`config.mk`:
```
export PLATFORM = sky130hd
export DESIGN_NAME = uart_bus_master
export DESIGN_NICKNAME = d
export VERILOG_FILES = /design/src/rtl/uart_bus_master.sv
export SDC_FILE = /design/constraint.sdc
export NUM_CORES = 1
export LEC_CHECK = 0
export BUFFER_PORTS_ARGS = -buffer_cell sky130_fd_sc_hd__buf_2
export CAP_MARGIN = 20
export CORE_MARGIN = 2
export CORE_UTILIZATION = 54
export CTS_BUF_LIST = sky130_fd_sc_hd__clkbuf_2
export CTS_CLUSTER_SIZE = 25
export DETAILED_ROUTE_END_ITERATION = 8
export PLACE_DENSITY = 0.79
export SYNTH_ARGS = -nofsm -noshare
export SYNTH_HDL_FRONTEND = slang
export SYNTH_SLANG_ARGS = --single-unit
```
`constraint.sdc`:
```
create_clock -name clk -period 4.6 [get_ports clk]
set_clock_uncertainty 0.1 [all_clocks]
set_input_delay 0.46 -clock clk [delete_from_list [all_inputs] [get_ports clk]]
set_output_delay 0.46 -clock clk [all_outputs]
set_load 0.01 [all_outputs]
```
`src/rtl/uart_bus_master.sv`:
```
// UART-driven single-word bus initiator. Receives 8N1 command frames,
// issues MemRead/MemWrite on the CPU system bus and replies over Tx_Serial.
module uart_bus_master #(
   parameter int CLKS_PER_BIT = 10417
) (
   input  logic        clk,
   input  logic        reset,
   input  logic        en,
   input  logic        Rx_Serial,
   input  logic [31:0] read_data,
   output logic        Tx_Serial,
   output logic        MemRead,
   output logic        MemWrite,
   output logic [31:0] address,
   output logic [31:0] write_data,
   output logic        busy
);

   localparam int CW = (CLKS_PER_BIT > 1) ? $clog2(CLKS_PER_BIT) : 1;
   localparam logic [CW-1:0] BIT_LAST  = CW'(CLKS_PER_BIT - 1);
   localparam logic [CW-1:0] HALF_LAST = CW'(CLKS_PER_BIT / 2 - 1);

   localparam logic [7:0] CMD_WRITE = 8'h57;
   localparam logic [7:0] CMD_READ  = 8'h52;
   localparam logic [7:0] ACK       = 8'h06;
   localparam logic [7:0] NAK       = 8'h15;

   typedef enum logic [1:0] {RX_IDLE, RX_START, RX_DATA, RX_STOP} rx_state_t;
   typedef enum logic [1:0] {TX_IDLE, TX_START, TX_DATA, TX_STOP} tx_state_t;
   typedef enum logic [2:0] {S_IDLE, S_GET_ADDR, S_GET_DATA, S_WRITE, S_READ, S_SEND} state_t;

   logic rx_meta_q, rx_sync_q;

   rx_state_t      rx_state_q, rx_state_d;
   logic [CW-1:0]  rx_cnt_q, rx_cnt_d;
   logic [2:0]     rx_bit_q, rx_bit_d;
   logic [7:0]     rx_shift_q, rx_shift_d;
   logic           rx_valid, rx_err;

   tx_state_t      tx_state_q, tx_state_d;
   logic [CW-1:0]  tx_cnt_q, tx_cnt_d;
   logic [2:0]     tx_bit_q, tx_bit_d;
   logic [7:0]     tx_shift_q, tx_shift_d;
   logic           tx_req, tx_ack, tx_last;
   logic [7:0]     tx_byte;

   state_t         state_q, state_d;
   logic [1:0]     cnt_q, cnt_d;
   logic           is_write_q, is_write_d;
   logic [31:0]    address_q, address_d;
   logic [31:0]    write_data_q, write_data_d;
   logic [23:0]    reply_q, reply_d;
   logic [1:0]     left_q, left_d;
   logic           nak;

   // Two-flop synchronizer for the asynchronous receive line
   always_ff @(posedge clk or posedge reset) begin
      if (reset) begin
         rx_meta_q <= 1'b1;
         rx_sync_q <= 1'b1;
      end else begin
         rx_meta_q <= Rx_Serial;
         rx_sync_q <= rx_meta_q;
      end
   end

   // Receiver: glitch-checked start bit, mid-bit sampling, stop-bit framing check
   always_comb begin
      rx_state_d = rx_state_q;
      rx_cnt_d   = rx_cnt_q;
      rx_bit_d   = rx_bit_q;
      rx_shift_d = rx_shift_q;
      rx_valid   = 1'b0;
      rx_err     = 1'b0;
      case (rx_state_q)
         RX_IDLE: if (!rx_sync_q) begin
            rx_state_d = RX_START;
            rx_cnt_d   = '0;
         end
         RX_START: if (rx_cnt_q == HALF_LAST) begin
            rx_cnt_d   = '0;
            rx_bit_d   = '0;
            rx_state_d = rx_sync_q ? RX_IDLE : RX_DATA;
         end else begin
            rx_cnt_d = rx_cnt_q + 1'b1;
         end
         RX_DATA: if (rx_cnt_q == BIT_LAST) begin
            rx_cnt_d   = '0;
            rx_shift_d = {rx_sync_q, rx_shift_q[7:1]};
            rx_bit_d   = rx_bit_q + 3'd1;
            if (rx_bit_q == 3'd7) rx_state_d = RX_STOP;
         end else begin
            rx_cnt_d = rx_cnt_q + 1'b1;
         end
         RX_STOP: if (rx_cnt_q == BIT_LAST) begin
            rx_cnt_d   = '0;
            rx_state_d = RX_IDLE;
            rx_valid   = rx_sync_q;
            rx_err     = !rx_sync_q;
         end else begin
            rx_cnt_d = rx_cnt_q + 1'b1;
         end
         default: rx_state_d = RX_IDLE;
      endcase
      if (!en) begin
         rx_state_d = RX_IDLE;
         rx_cnt_d   = '0;
         rx_valid   = 1'b0;
         rx_err     = 1'b0;
      end
   end

   // Transmitter handshake: a new byte is taken while idle or in the last stop-bit cycle
   assign tx_last = (tx_state_q == TX_STOP) && (tx_cnt_q == BIT_LAST);
   assign tx_ack  = tx_req && ((tx_state_q == TX_IDLE) || tx_last);

   // Transmitter next state; loading at the last stop cycle keeps reply bytes back to back
   always_comb begin
      tx_state_d = tx_state_q;
      tx_cnt_d   = tx_cnt_q;
      tx_bit_d   = tx_bit_q;
      tx_shift_d = tx_shift_q;
      case (tx_state_q)
         TX_IDLE: ;
         TX_START: if (tx_cnt_q == BIT_LAST) begin
            tx_cnt_d   = '0;
            tx_bit_d   = '0;
            tx_state_d = TX_DATA;
         end else begin
            tx_cnt_d = tx_cnt_q + 1'b1;
         end
         TX_DATA: if (tx_cnt_q == BIT_LAST) begin
            tx_cnt_d   = '0;
            tx_shift_d = {1'b0, tx_shift_q[7:1]};
            tx_bit_d   = tx_bit_q + 3'd1;
            if (tx_bit_q == 3'd7) tx_state_d = TX_STOP;
         end else begin
            tx_cnt_d = tx_cnt_q + 1'b1;
         end
         TX_STOP: if (tx_cnt_q == BIT_LAST) begin
            tx_cnt_d   = '0;
            tx_state_d = TX_IDLE;
         end else begin
            tx_cnt_d = tx_cnt_q + 1'b1;
         end
         default: tx_state_d = TX_IDLE;
      endcase
      if (tx_ack) begin
         tx_state_d = TX_START;
         tx_cnt_d   = '0;
         tx_shift_d = tx_byte;
      end
      if (!en) begin
         tx_state_d = TX_IDLE;
         tx_cnt_d   = '0;
      end
   end

   // Serial line level from the transmitter state
   always_comb begin
      case (tx_state_q)
         TX_START: Tx_Serial = 1'b0;
         TX_DATA:  Tx_Serial = tx_shift_q[0];
         default:  Tx_Serial = 1'b1;
      endcase
   end

   // Main FSM: frame parsing, bus strobes, reply queueing.
   // The first reply byte is handed to the transmitter from WRITE/READ (or on the NAK
   // decision) so its start bit begins the following cycle.
   always_comb begin
      state_d      = state_q;
      cnt_d        = cnt_q;
      is_write_d   = is_write_q;
      address_d    = address_q;
      write_data_d = write_data_q;
      reply_d      = reply_q;
      left_d       = left_q;
      tx_req       = 1'b0;
      tx_byte      = '0;
      nak          = 1'b0;
      case (state_q)
         S_IDLE: if (rx_valid) begin
            if (rx_shift_q == CMD_WRITE || rx_shift_q == CMD_READ) begin
               state_d    = S_GET_ADDR;
               cnt_d      = '0;
               is_write_d = (rx_shift_q == CMD_WRITE);
            end else begin
               nak = 1'b1;
            end
         end else if (rx_err) begin
            nak = 1'b1;
         end
         S_GET_ADDR: if (rx_err) begin
            nak = 1'b1;
         end else if (rx_valid) begin
            address_d = {address_q[23:0], rx_shift_q};
            cnt_d     = cnt_q + 2'd1;
            if (cnt_q == 2'd3) state_d = is_write_q ? S_GET_DATA : S_READ;
         end
         S_GET_DATA: if (rx_err) begin
            nak = 1'b1;
         end else if (rx_valid) begin
            write_data_d = {write_data_q[23:0], rx_shift_q};
            cnt_d        = cnt_q + 2'd1;
            if (cnt_q == 2'd3) state_d = S_WRITE;
         end
         S_WRITE: begin
            tx_req  = 1'b1;
            tx_byte = ACK;
            left_d  = '0;
            state_d = S_SEND;
         end
         S_READ: begin
            tx_req  = 1'b1;
            tx_byte = read_data[31:24];
            reply_d = read_data[23:0];
            left_d  = 2'd3;
            state_d = S_SEND;
         end
         S_SEND: if (left_q != '0) begin
            tx_req  = 1'b1;
            tx_byte = reply_q[23:16];
            if (tx_ack) begin
               reply_d = {reply_q[15:0], 8'h00};
               left_d  = left_q - 2'd1;
            end
         end else if (tx_last) begin
            state_d = S_IDLE;
         end
         default: state_d = S_IDLE;
      endcase
      if (nak) begin
         tx_req  = 1'b1;
         tx_byte = NAK;
         left_d  = '0;
         state_d = S_SEND;
      end
      if (!en) begin
         state_d = S_IDLE;
         cnt_d   = '0;
         left_d  = '0;
         tx_req  = 1'b0;
      end
   end

   // State registers for receiver, transmitter and main FSM
   always_ff @(posedge clk or posedge reset) begin
      if (reset) begin
         rx_state_q   <= RX_IDLE;
         rx_cnt_q     <= '0;
         rx_bit_q     <= '0;
         rx_shift_q   <= '0;
         tx_state_q   <= TX_IDLE;
         tx_cnt_q     <= '0;
         tx_bit_q     <= '0;
         tx_shift_q   <= '0;
         state_q      <= S_IDLE;
         cnt_q        <= '0;
         is_write_q   <= 1'b0;
         address_q    <= '0;
         write_data_q <= '0;
         reply_q      <= '0;
         left_q       <= '0;
      end else begin
         rx_state_q   <= rx_state_d;
         rx_cnt_q     <= rx_cnt_d;
         rx_bit_q     <= rx_bit_d;
         rx_shift_q   <= rx_shift_d;
         tx_state_q   <= tx_state_d;
         tx_cnt_q     <= tx_cnt_d;
         tx_bit_q     <= tx_bit_d;
         tx_shift_q   <= tx_shift_d;
         state_q      <= state_d;
         cnt_q        <= cnt_d;
         is_write_q   <= is_write_d;
         address_q    <= address_d;
         write_data_q <= write_data_d;
         reply_q      <= reply_d;
         left_q       <= left_d;
      end
   end

   assign MemWrite   = (state_q == S_WRITE) && en;
   assign MemRead    = (state_q == S_READ) && en;
   assign address    = address_q;
   assign write_data = write_data_q;
   assign busy       = (state_q != S_IDLE);

endmodule

```
# Word level (Yosys, flattened, before mapping)
# Cells that the tools add are included.
[totals]
register_bits = 152
inputBits = 36
out_inout_bits = 68
elab_cells = 191
[classes]
addsub = 6
n_eq_ne = 54
muxes = 79
n_bitwise = 1
n_reduce_logical = 34
[op_table]
columns = ["cell", "n"]
rows = [
  ["14-bit two-way mux", 8],
  ["4-bit != test, second input constant", 15],
  ["3-bit two-way mux", 17],
  ["24-bit two-way mux", 2],
  ["24-bit case mux with 2 select lines", 1],
  ["2-bit two-way mux", 22],
  ["14-bit case mux with 3 select lines", 1],
  ["8-bit two-way mux", 5],
  ["14-bit by 1-bit adder with 14-bit output, second input constant", 2],
  ["14-bit equality test, second input constant", 2],
  ["3-bit != test, second input constant", 8],
  ["8-bit case mux with 3 select lines", 1],
  ["3-bit AND reduction", 7],
  ["8-bit by 7-bit equality test with 1-bit output, second input constant", 2],
  ["3-bit case mux with 5 select lines", 1],
  ["5-bit AND reduction", 3],
  ["14-bit by 13-bit equality test with 1-bit output, second input constant", 1],
  ["3-bit equality test, second input constant", 4],
  ["1-bit two-way mux", 12],
  ["2-bit != test, second input constant", 6],
  ["2-bit case mux with 3 select lines", 2],
  ["3-bit case mux with 2 select lines", 2],
  ["2-bit nonzero test", 6],
  ["2-bit equality test, second input constant", 5],
  ["23 further kinds", 39],
]

# Logic depth before layout (Yosys ltp)
# Gate-level depths: netlist of the first run.
[logic_depth]
word_depth = 15
ltp_mapped = 10
mapped_depth_nobuf = 7

# Worst setup path after synthesis of the first run
# Ideal clock, no wire load.
[synth_path]
kind = "register -> register"
startpoint = "register rx_cnt_q[3]"
endpoint = "register address_q[0] (netlist: address[0])"
setup_time_ps = 125
arrival_time_ps = 2499
required_time_ps = 4375
path_slack_ps = 1876
path_stages_with_launch = 8
n_path_buf = 3
period_less_slack_ps = 2724
cell_sequence = "dfrtp_1 or3_1 buf_2 or4_1 buf_4 nor4_4 buf_6 mux2_4"
[synth_via]
elab_chain_len = 6
word_cells_on_any_way = 9
cone_classes = "eq/ne: 1; mux: 6; bitwise: 1; reduce/logical: 1"
[synth_rtl]
columns = ["element", "line", "text"]
rows = [
  ["from (decl)", "35", "logic [CW-1:0] rx_cnt_q, rx_cnt_d;"],
  ["from (signal assigned)", "267", "rx_cnt_q <= rx_cnt_d;"],
  ["14-bit equality test (*)", "95", "RX_STOP: if (rx_cnt_q == BIT_LAST) begin"],
  ["1-bit two-way mux", "95", ""],
  ["1-bit two-way mux", "75", "case (rx_state_q)"],
  ["1-bit two-way mux", "105", "if (!en) begin"],
  ["1-bit NOT (no line)", "n/a", ""],
  ["3-bit AND reduction (no line) (*)", "n/a", ""],
  ["to (signal assigned)", "277", "address_q <= address_d;"],
  ["to (decl)", "50", "logic [31:0] address_q, address_d;"],
]
# Every way passes the cells marked *; elsewhere a longest branch is shown, timed or not.
# A chain may end at the register's enable or synchronous reset.

# Worst setup path in the final report of the first run
[layout_path]
startpoint = "register tx_cnt_q[2]"
endpoint = "register reply_q[20]"
[layout_via]
elab_chain_len = 6
[layout_rtl]
columns = ["element", "line", "text"]
rows = [
  ["from (decl)", "41", "logic [CW-1:0] tx_cnt_q, tx_cnt_d;"],
  ["from (signal assigned)", "271", "tx_cnt_q <= tx_cnt_d;"],
  ["14-bit equality test", "114", "assign tx_last = (tx_state_q == TX_STOP) && (tx_cnt_q == BIT_LAST);"],
  ["1-bit logical AND", "114", ""],
  ["1-bit logical OR", "115", "assign tx_ack = tx_req && ((tx_state_q == TX_IDLE) || tx_last);"],
  ["1-bit logical AND", "115", ""],
  ["2-bit != test (no line)", "n/a", ""],
  ["3-bit AND reduction (no line)", "n/a", ""],
  ["to (signal assigned)", "279", "reply_q <= reply_d;"],
  ["to (decl)", "52", "logic [23:0] reply_q, reply_d;"],
]
# Every way passes these cells.

==> results of run 1 <==
## layout by cell type, fill, tap and decap left out, types with 17 or more instances in the layout
cell / instances
dfrtp_1: 150
buf_2: 104
mux2_2: 64
nand2_1: 53
nor2_1: 31
mux2_4: 30
dlygate4sd3_1: 29
inv_1: 23
a21oi_1: 17
o21ai_0: 17
clkbuf_2: 17
## worst max-delay path by stage
| stage | start | endpoint | slack [ns] | cells after the start |
|---|---|---|---|---|
| floorplan | rx_cnt_q[3] | address[0] | 1.88 | 7 |
| global placement | rx_cnt_q[3] | address[30] | 1.56 | 5 |
| detailed placement | rx_cnt_q[3] | address[30] | 1.39 | 5 |
| CTS | rx_cnt_q[3] | address[30] | 1.40 | 5 |
| global route | tx_cnt_q[0] | reply_q[20] | 1.16 | 8 |
| finish | tx_cnt_q[2] | reply_q[20] | 1.40 | 6 |
## stage by stage
| step | hold slack [ns] | power [W] | util (%) | instance area, µm² | setup slack (ns) |
|---|---|---|---|---|---|
| after floorplan | 0.2452 | 0.001484 | - | 7490 | 1.876 |
| after global placement | 0.2638 | 0.001517 | 59.06 | 8103 | 1.559 |
| after detailed placement | 0.2637 | 0.001526 | 59.06 | 8103 | 1.393 |
| after CTS | 0.005397 | 0.002340 | 63.08 | 8655 | 1.396 |
| after global routing | 0.0002292 | 0.002428 | 63.14 | 8662 | 1.160 |
| final | 0.05715 | 0.002324 | 63.14 | 8662 | 1.402 |
## sequential cells by signal (all words and copies together), names as in the netlist, 8 cells and up
name	cells
reply_q	24
write_data	32
tx_cnt_q	14
rx_shift_q	8
address	32
tx_shift_q	8
rx_cnt_q	14
## repair_timing
item | 4_1_cts | 5_1_grt
hold buffers | 29 | 0
hold endpoints to repair | 183 | 0
setup buffers | 0 | 0
## final cells by class
| class | instances | area [µm²] | share of cell area [%] |
|---|---|---|---|
| clock inverter | 15 | 176.4 | 2.037 |
| timing repair buffer | 140 | 863.3 | 9.967 |
| antenna | 1 | 2.502 | 0.02889 |
| multi-input combinational | 431 | 3406 | 39.32 |
| clock buffer | 17 | 85.08 | 0.9822 |
| inverter | 25 | 97.59 | 1.127 |
| sequential | 152 | 3806 | 43.94 |
| tap | 180 | 225.2 | 2.600 |
## per-layer routing
| metal | part of all wire, % | vias to the layer above | wire, µm |
|---|---|---|---|
| met3 | 5.0 | 22 | 799 |
| met4 | 1.6 | 0 | 261 |
| met5 | 0 | - | 0 |
| met1 | 43 | 2786 | 6877 |
| li1 | - | 2606 | - |
| met2 | 50 | 193 | 7905 |
## cell families (layout without fill, tap and decap cells)
kind of cell | count (synthesis) | in the layout | synth area share (%)
other | 0 | 1 | 0
buffers and inverters | 58 | 197 | 3.660
flip-flops | 152 | 152 | 50.84
AND/OR/NAND/NOR | 179 | 179 | 13.04
multiplexers | 110 | 110 | 17.95
XOR/XNOR | 17 | 17 | 1.989
AO/OA/AOI/OAI | 114 | 114 | 10.71
adder cells (fa/ha/maj) | 11 | 11 | 1.805
## worst max-delay path, stage by stage (launching register included)
cell,delay [ns]
dfrtp_1,0.50
nor4b_1,0.81
nand4_1,0.34
a21oi_1,0.22
buf_4,0.19
a21o_1,0.54
mux2_2,0.41
## power by group through the flow
stage / Clock [W] / Combinational, W / Sequential (W)
floorplan: 0 / 0.0000775 / 0.00141
global route: 0.000885 / 0.000143 / 0.00140
finish: 0.000803 / 0.000127 / 0.00139
global placement: 0 / 0.000103 / 0.00141
CTS: 0.000818 / 0.000128 / 0.00139
detailed placement: 0 / 0.000109 / 0.00142
==> key figures, run 1 <==
Run status
  – Outcome: finished clean

Layout
  – Area grow syn2layout: 15.71%
  – Share of cells above drive strength 1: a little under a third
  – Non-Filler Instances: 961
  – FILL cells: between 1,000 and 1,500
  – Final net count: 813

Power
  – Power share of the combinational group: under 10%
  – Peak supply drop: between 150 and 200 µV
  – Sequential share of power: 60.0%
  – Clock network power share: between 30% and 40%
  – Power per standard cell area: 268.3 mW/mm²
  – Internal power: around 0.0017 W
  – Net Sw Frac: around a quarter
  – Lkg Pwr: around 4.3 nW
  – Switching Power: 0.0005832 W

STA
  – FMAX: ~310 MHz
  – TNS Setup: 0 ns
  – Fin crit period: 3.198 ns
  – # setup viols final: 0
  – RSZ-0062 raised after global routing: false
  – Tightest Pin Transition: just under 1 ns
  – Relative slew slack: a little over a third
  – Final hold vios: 0
  – Fin. max-slew vios: 0
  – Crit share post-route: between 60 and 70%

CTS
  – Resized cells post-CTS: 0
  – CTS tree: done
  – CTS buffer count: 17
  – Worst-path clk slew: around 0.21 ns
  – Skew-Pair Late Insertion Delay: ~0.74 ns
  – H-tree depth: 4
  – Longest Clk Path Bufs: 2
  – Clk sink count: approximately 150
  – Clock root cell: clkbuf_2

Synth
  – Most frequent cell after synthesis: dfrtp_1
  – Synth unique cells: 64
  – Sequential share of the synthesized area: between 50% and 60%
  – Post-synthesis cell count: approximately 640
  – Synthesized flop and latch total: ~150
  – Synth async-reset ratio: between 90% and 100%
  – Syn Nets: 687
  – Post-synthesis cell area: around 0.0075 mm²
  – Synth Warn #: 0
  – Synth top area cells: dfrtp_1, mux2_2, mux2_4, nand2_1, a22o_1
  – Avg Cell Area, Syn: 11.68 µm²
  – Yosys top cell by area: dfrtp_1
  – EDFF count, synth: 0
  – Main synth FF type: dfrtp_1
  – Synth top area share: around half
  – Synth cell count leaders: dfrtp_1, mux2_2, nand2_1, nor2_1, mux2_4

GRT
  – Initial antenna violation count: 1
  – Number of global-route vias before repair: approximately 5,500
  – Gr ovfl total: 0
  – Largest net degree at the start of global routing: between 70 and 80
  – Met3 GRT Util: 4.448%
  – Grt met2 use: about two fifths
  – GR peak layer: met2
  – Met1 usage: between 20 and 30%
  – GRT Overall Usage: 22.99%
  – First-pass GRT wire length: between 20 and 30 mm

Place
  – Dpl hpwl: about 11 mm
  – Placed Instances: roughly 900
  – Port Buf Inserts: 103
  – GPL Wtd Cong: 0.8482

Floorplanning
  – Die span in y: 121.7 µm
  – Site Rows: 43
  – Starting Density: 54.56%
  – Chip Width: between 100 and 150 µm
  – Core ar.: around 0.014 mm²
  – I/O pins: about 100
  – Die area: between 0.01 and 0.015 mm²

Worst setup path
  – WP data required: slightly above 5 ns
  – FF-to-FF Start: tx_cnt_q[2]
  – RR Endpoint: reply_q[20]
  – CP startpoint kind: flop
  – Reg2reg path depth: 6
  – Crit end category: flop
  – Critical Setup Path Class: reg2reg
  – Arrival @ worst endpoint: about 3.8 ns
  – Reg2reg setup slack: roughly 1.4 ns
  – Worst Path Max Fanout: 16

Flow run
  – Max-Cap Viols: 0

Min path
  – Min-Delay Endpoint: tx_shift_q[0]
  – Hold path start: read_data[24]
  – Worst Hold Class: in2reg
  – WHS Path Cells: 5

Detailed routing
  – Drt first pass iters: 5
  – Vias per cell: just under 6
  – Antenna-violating nets left: 0
  – Total number of vias: 5,607
  – Drt total wl: around 16 mm
  – Drt drc: 0
  – DR WL/cell: 16.49 µm
  – 1st-iter DRT viols: between 300 and 400
No activity file was read; power rests on OpenSTA's default activity.
==> run 2, diff against run 1 <==
clock period = 2.64 ns   (was 4.6 ns; I/O delays follow)
==> key figures, run 2 (synthesis results as in run 1) <==
Run status
  – Outcome: finished clean (unchanged)

Worst setup path
  – RR Endpoint: write_data[13] (was reply_q[20])
  – Critical Path, Cell by Cell: or3_4, or4_4, nor4_4, buf_4, clkbuf_16, mux2_2 (was nor4b_1, nand4_1, a21oi_1, buf_4, a21o_1, mux2_2)
  – Arrival @ worst endpoint: 3.17 ns (was 3.75 ns)
  – Worst Path Max Fanout: 16 (unchanged)
  – Critical path's top delay family: simple AND/OR/NAND/NOR gates (unchanged)
  – Reg2reg setup slack: 0.01 ns (was 1.40 ns)
  – WP data required: 3.18 ns (was 5.15 ns)
  – FF-to-FF Start: rx_cnt_q[9] (was tx_cnt_q[2])
  – Crit-path slowest cell: or4_4 (was nor4b_1)
  – Reg2reg path depth: 6 (unchanged)
  – Slowest Stage Delay on Critical Path: 0.58 ns (was 0.81 ns)
  – CP bufs+invs: 2 (was 1)
  – CP startpoint kind: flop (unchanged)
  – Critical Setup Path Class: reg2reg (unchanged)
  – Crit end category: flop (unchanged)

Floorplanning
  – Site Rows: 43 (unchanged)
  – I/O pins: 104 (unchanged)
  – Chip Width: 121.7 µm (unchanged)
  – Die span in y: 121.7 µm (unchanged)
  – Starting Density: 54.56% (unchanged)
  – Die area: 0.01482 mm² (unchanged)
  – Core ar.: 0.01372 mm² (unchanged)

GRT
  – GRT Overall Usage: 24.12% (was 22.99%)
  – Met3 GRT Util: 5.899% (was 4.448%)
  – First-pass GRT wire length: 28.23 mm (was 26.87 mm)
  – Gr ovfl total: 0 (unchanged)
  – GR peak layer: met2 (unchanged)
  – Largest net degree at the start of global routing: 85 (was 79)
  – Met1 usage: 30.62% (was 29.81%)
  – Number of global-route vias before repair: 5,761 (was 5,480)
  – Initial antenna violation count: 1 (unchanged)
  – Grt met2 use: 40.05% (was 38.34%)

Layout
  – Final Util: 66.21% (was 63.14%)
  – Area grow syn2layout: 21.34% (was 15.71%)
  – Most frequent cells in the layout: dfrtp_1, buf_2, mux2_2 (unchanged)
  – Non-Filler Instances: 1,004 (was 961)
  – Post-route cell area: 0.009084 mm² (was 0.008662 mm²)
  – Commonest non-fill, non-tap cell in the layout: dfrtp_1 (unchanged)
  – Final net count: 856 (was 813)
  – FILL cells: 989 (was 1,036)
  – Share of cells above drive strength 1: 34.75% (was 31.54%)

CTS
  – Clock root cell: clkbuf_2 (unchanged)
  – Worst-path clk slew: 0.25 ns (was 0.21 ns)
  – CTS buffer count: 17 (unchanged)
  – Clk sink count: 152 (unchanged)
  – Longest Clk Path Bufs: 2 (unchanged)
  – H-tree depth: 4 (unchanged)
  – CTS tree: done (unchanged)
  – Skew-Pair Late Insertion Delay: 0.73 ns (was 0.74 ns)

STA
  – RSZ-0062 raised after global routing: true (was false)
  – Hold_ws: 0.07752 ns (was 0.05715 ns)
  – Fin. max-slew vios: 0 (unchanged)
  – Final hold vios: 0 (unchanged)
  – Fin crit period: 2.628 ns (was 3.198 ns)
  – Crit share post-route: 99.55% (was 69.52%)
  – FMAX: 380.5 MHz (was 312.7 MHz)
  – Relative slew slack: 47.82% (was 34.99%)
  – TNS Setup: 0 ns (unchanged)
  – # setup viols final: 0 (unchanged)
  – Tightest Pin Transition: 0.7827 ns (was 0.9752 ns)

Detailed routing
  – 1st-iter DRT viols: 486 (was 399)
  – Total number of vias: 5,740 (was 5,607)
  – Drt total wl: 17.02 mm (was 15.84 mm)
  – Drt drc: 0 (unchanged)
  – Vias per cell: 5.717 (was 5.835)
  – Drt first pass iters: 4 (was 5)
  – Antenna-violating nets left: 0 (unchanged)
  – DR WL/cell: 16.95 µm (was 16.49 µm)

Power
  – Lkg Pwr: 4.488 nW (was 4.262 nW)
  – Power per standard cell area: 444.8 mW/mm² (was 268.3 mW/mm²)
  – Peak supply drop: 251.0 µV (was 188.3 µV)

Min path
  – Worst Hold Class: in2async (was in2reg)

Place
  – Dpl hpwl: 11.67 mm (was 10.58 mm)
  – Cell Area, Placed: 0.008393 mm² (was 0.008103 mm²)
  – GPL Wtd Cong: 0.8624 (was 0.8482)
  – Placed Instances: 929 (was 898)
  – Port Buf Inserts: 103 (unchanged)

Flow run
  – Max-Cap Viols: 0 (unchanged)
==> run 2: cell types whose count changed in the layout (fill, tap and decap cells not counted), sizes merged <==
cell,change
bufinv,-1
buf,+34
dlygate4sd3,+7
clkinv,-3
inv,+4
clkbuf,+2
==> run 2: per-stage QoR <==
stage / total power (W) / setup slack (ns)
6_report: 0.004040 / 0.01200
3_3_place_gp: 0.002660 / 0.09715
2_1_floorplan: 0.002586 / 0.04674
3_5_place_dp: 0.002674 / 0.04850
4_1_cts: 0.004064 / 0.02293
5_1_grt: 0.004225 / -0.02147
==> run 2: metal layers <==
metal / vias to the layer above / share of wire (%)
met5: - / 0
met4: 0 / 2.3
met3: 35 / 5.5
met2: 194 / 49
met1: 2826 / 43
li1: 2685 / -
==> run 2: cell type report <==
cell class / count / area, µm² / share of cell area, %
antenna: 1 / 2.502 / 0.02755
clock buffer: 17 / 85.08 / 0.9366
clock inverter: 15 / 166.4 / 1.832
inverter: 25 / 97.59 / 1.074
multi-input combinational: 431 / 3418 / 37.63
sequential: 152 / 3806 / 41.90
tap: 180 / 225.2 / 2.479
timing repair buffer: 183 / 1282 / 14.12
==> run 2: worst max path at each step <==
stage                      startpoint              to  slack (ns)  cells past startpoint
after floorplan           rx_cnt_q[9]   write_data[0]        0.05                      7
after global placement    rx_cnt_q[9]     address[30]         0.1                      5
after CTS                 rx_cnt_q[9]  write_data[30]        0.02                      5
after detailed placement  rx_cnt_q[9]  write_data[15]        0.05                      5
final                     rx_cnt_q[9]  write_data[13]        0.01                      6
after global routing      rx_cnt_q[9]  write_data[25]       -0.02                      6
==> run 2: timing repair <==
| action | CTS | global route |
|---|---|---|
| gates resized for setup | 0 | 2 |
| setup endpoints to repair | 0 | 64 |
| buffers inserted | 0 | 4 |
| hold buffers | 35 | 1 |
| endpoints found under the hold margin | 200 | 1 |
==> run 2: worst reg2reg max path, delay by kind of cell, from the launching register on <==
kind / cells / cell delay (ns)
simple gates: 3 / 1.29
flops: 1 / 0.46
buf+inv: 2 / 0.36
mux: 1 / 0.34
==> run 2: where the power goes <==
part / internal (W) / total, W / switching (W)
Combinational: 0.000130 / 0.000249 / 0.000120
Clock: 0.000461 / 0.00136 / 0.000902
Sequential: 0.00239 / 0.00243 / 0.0000394
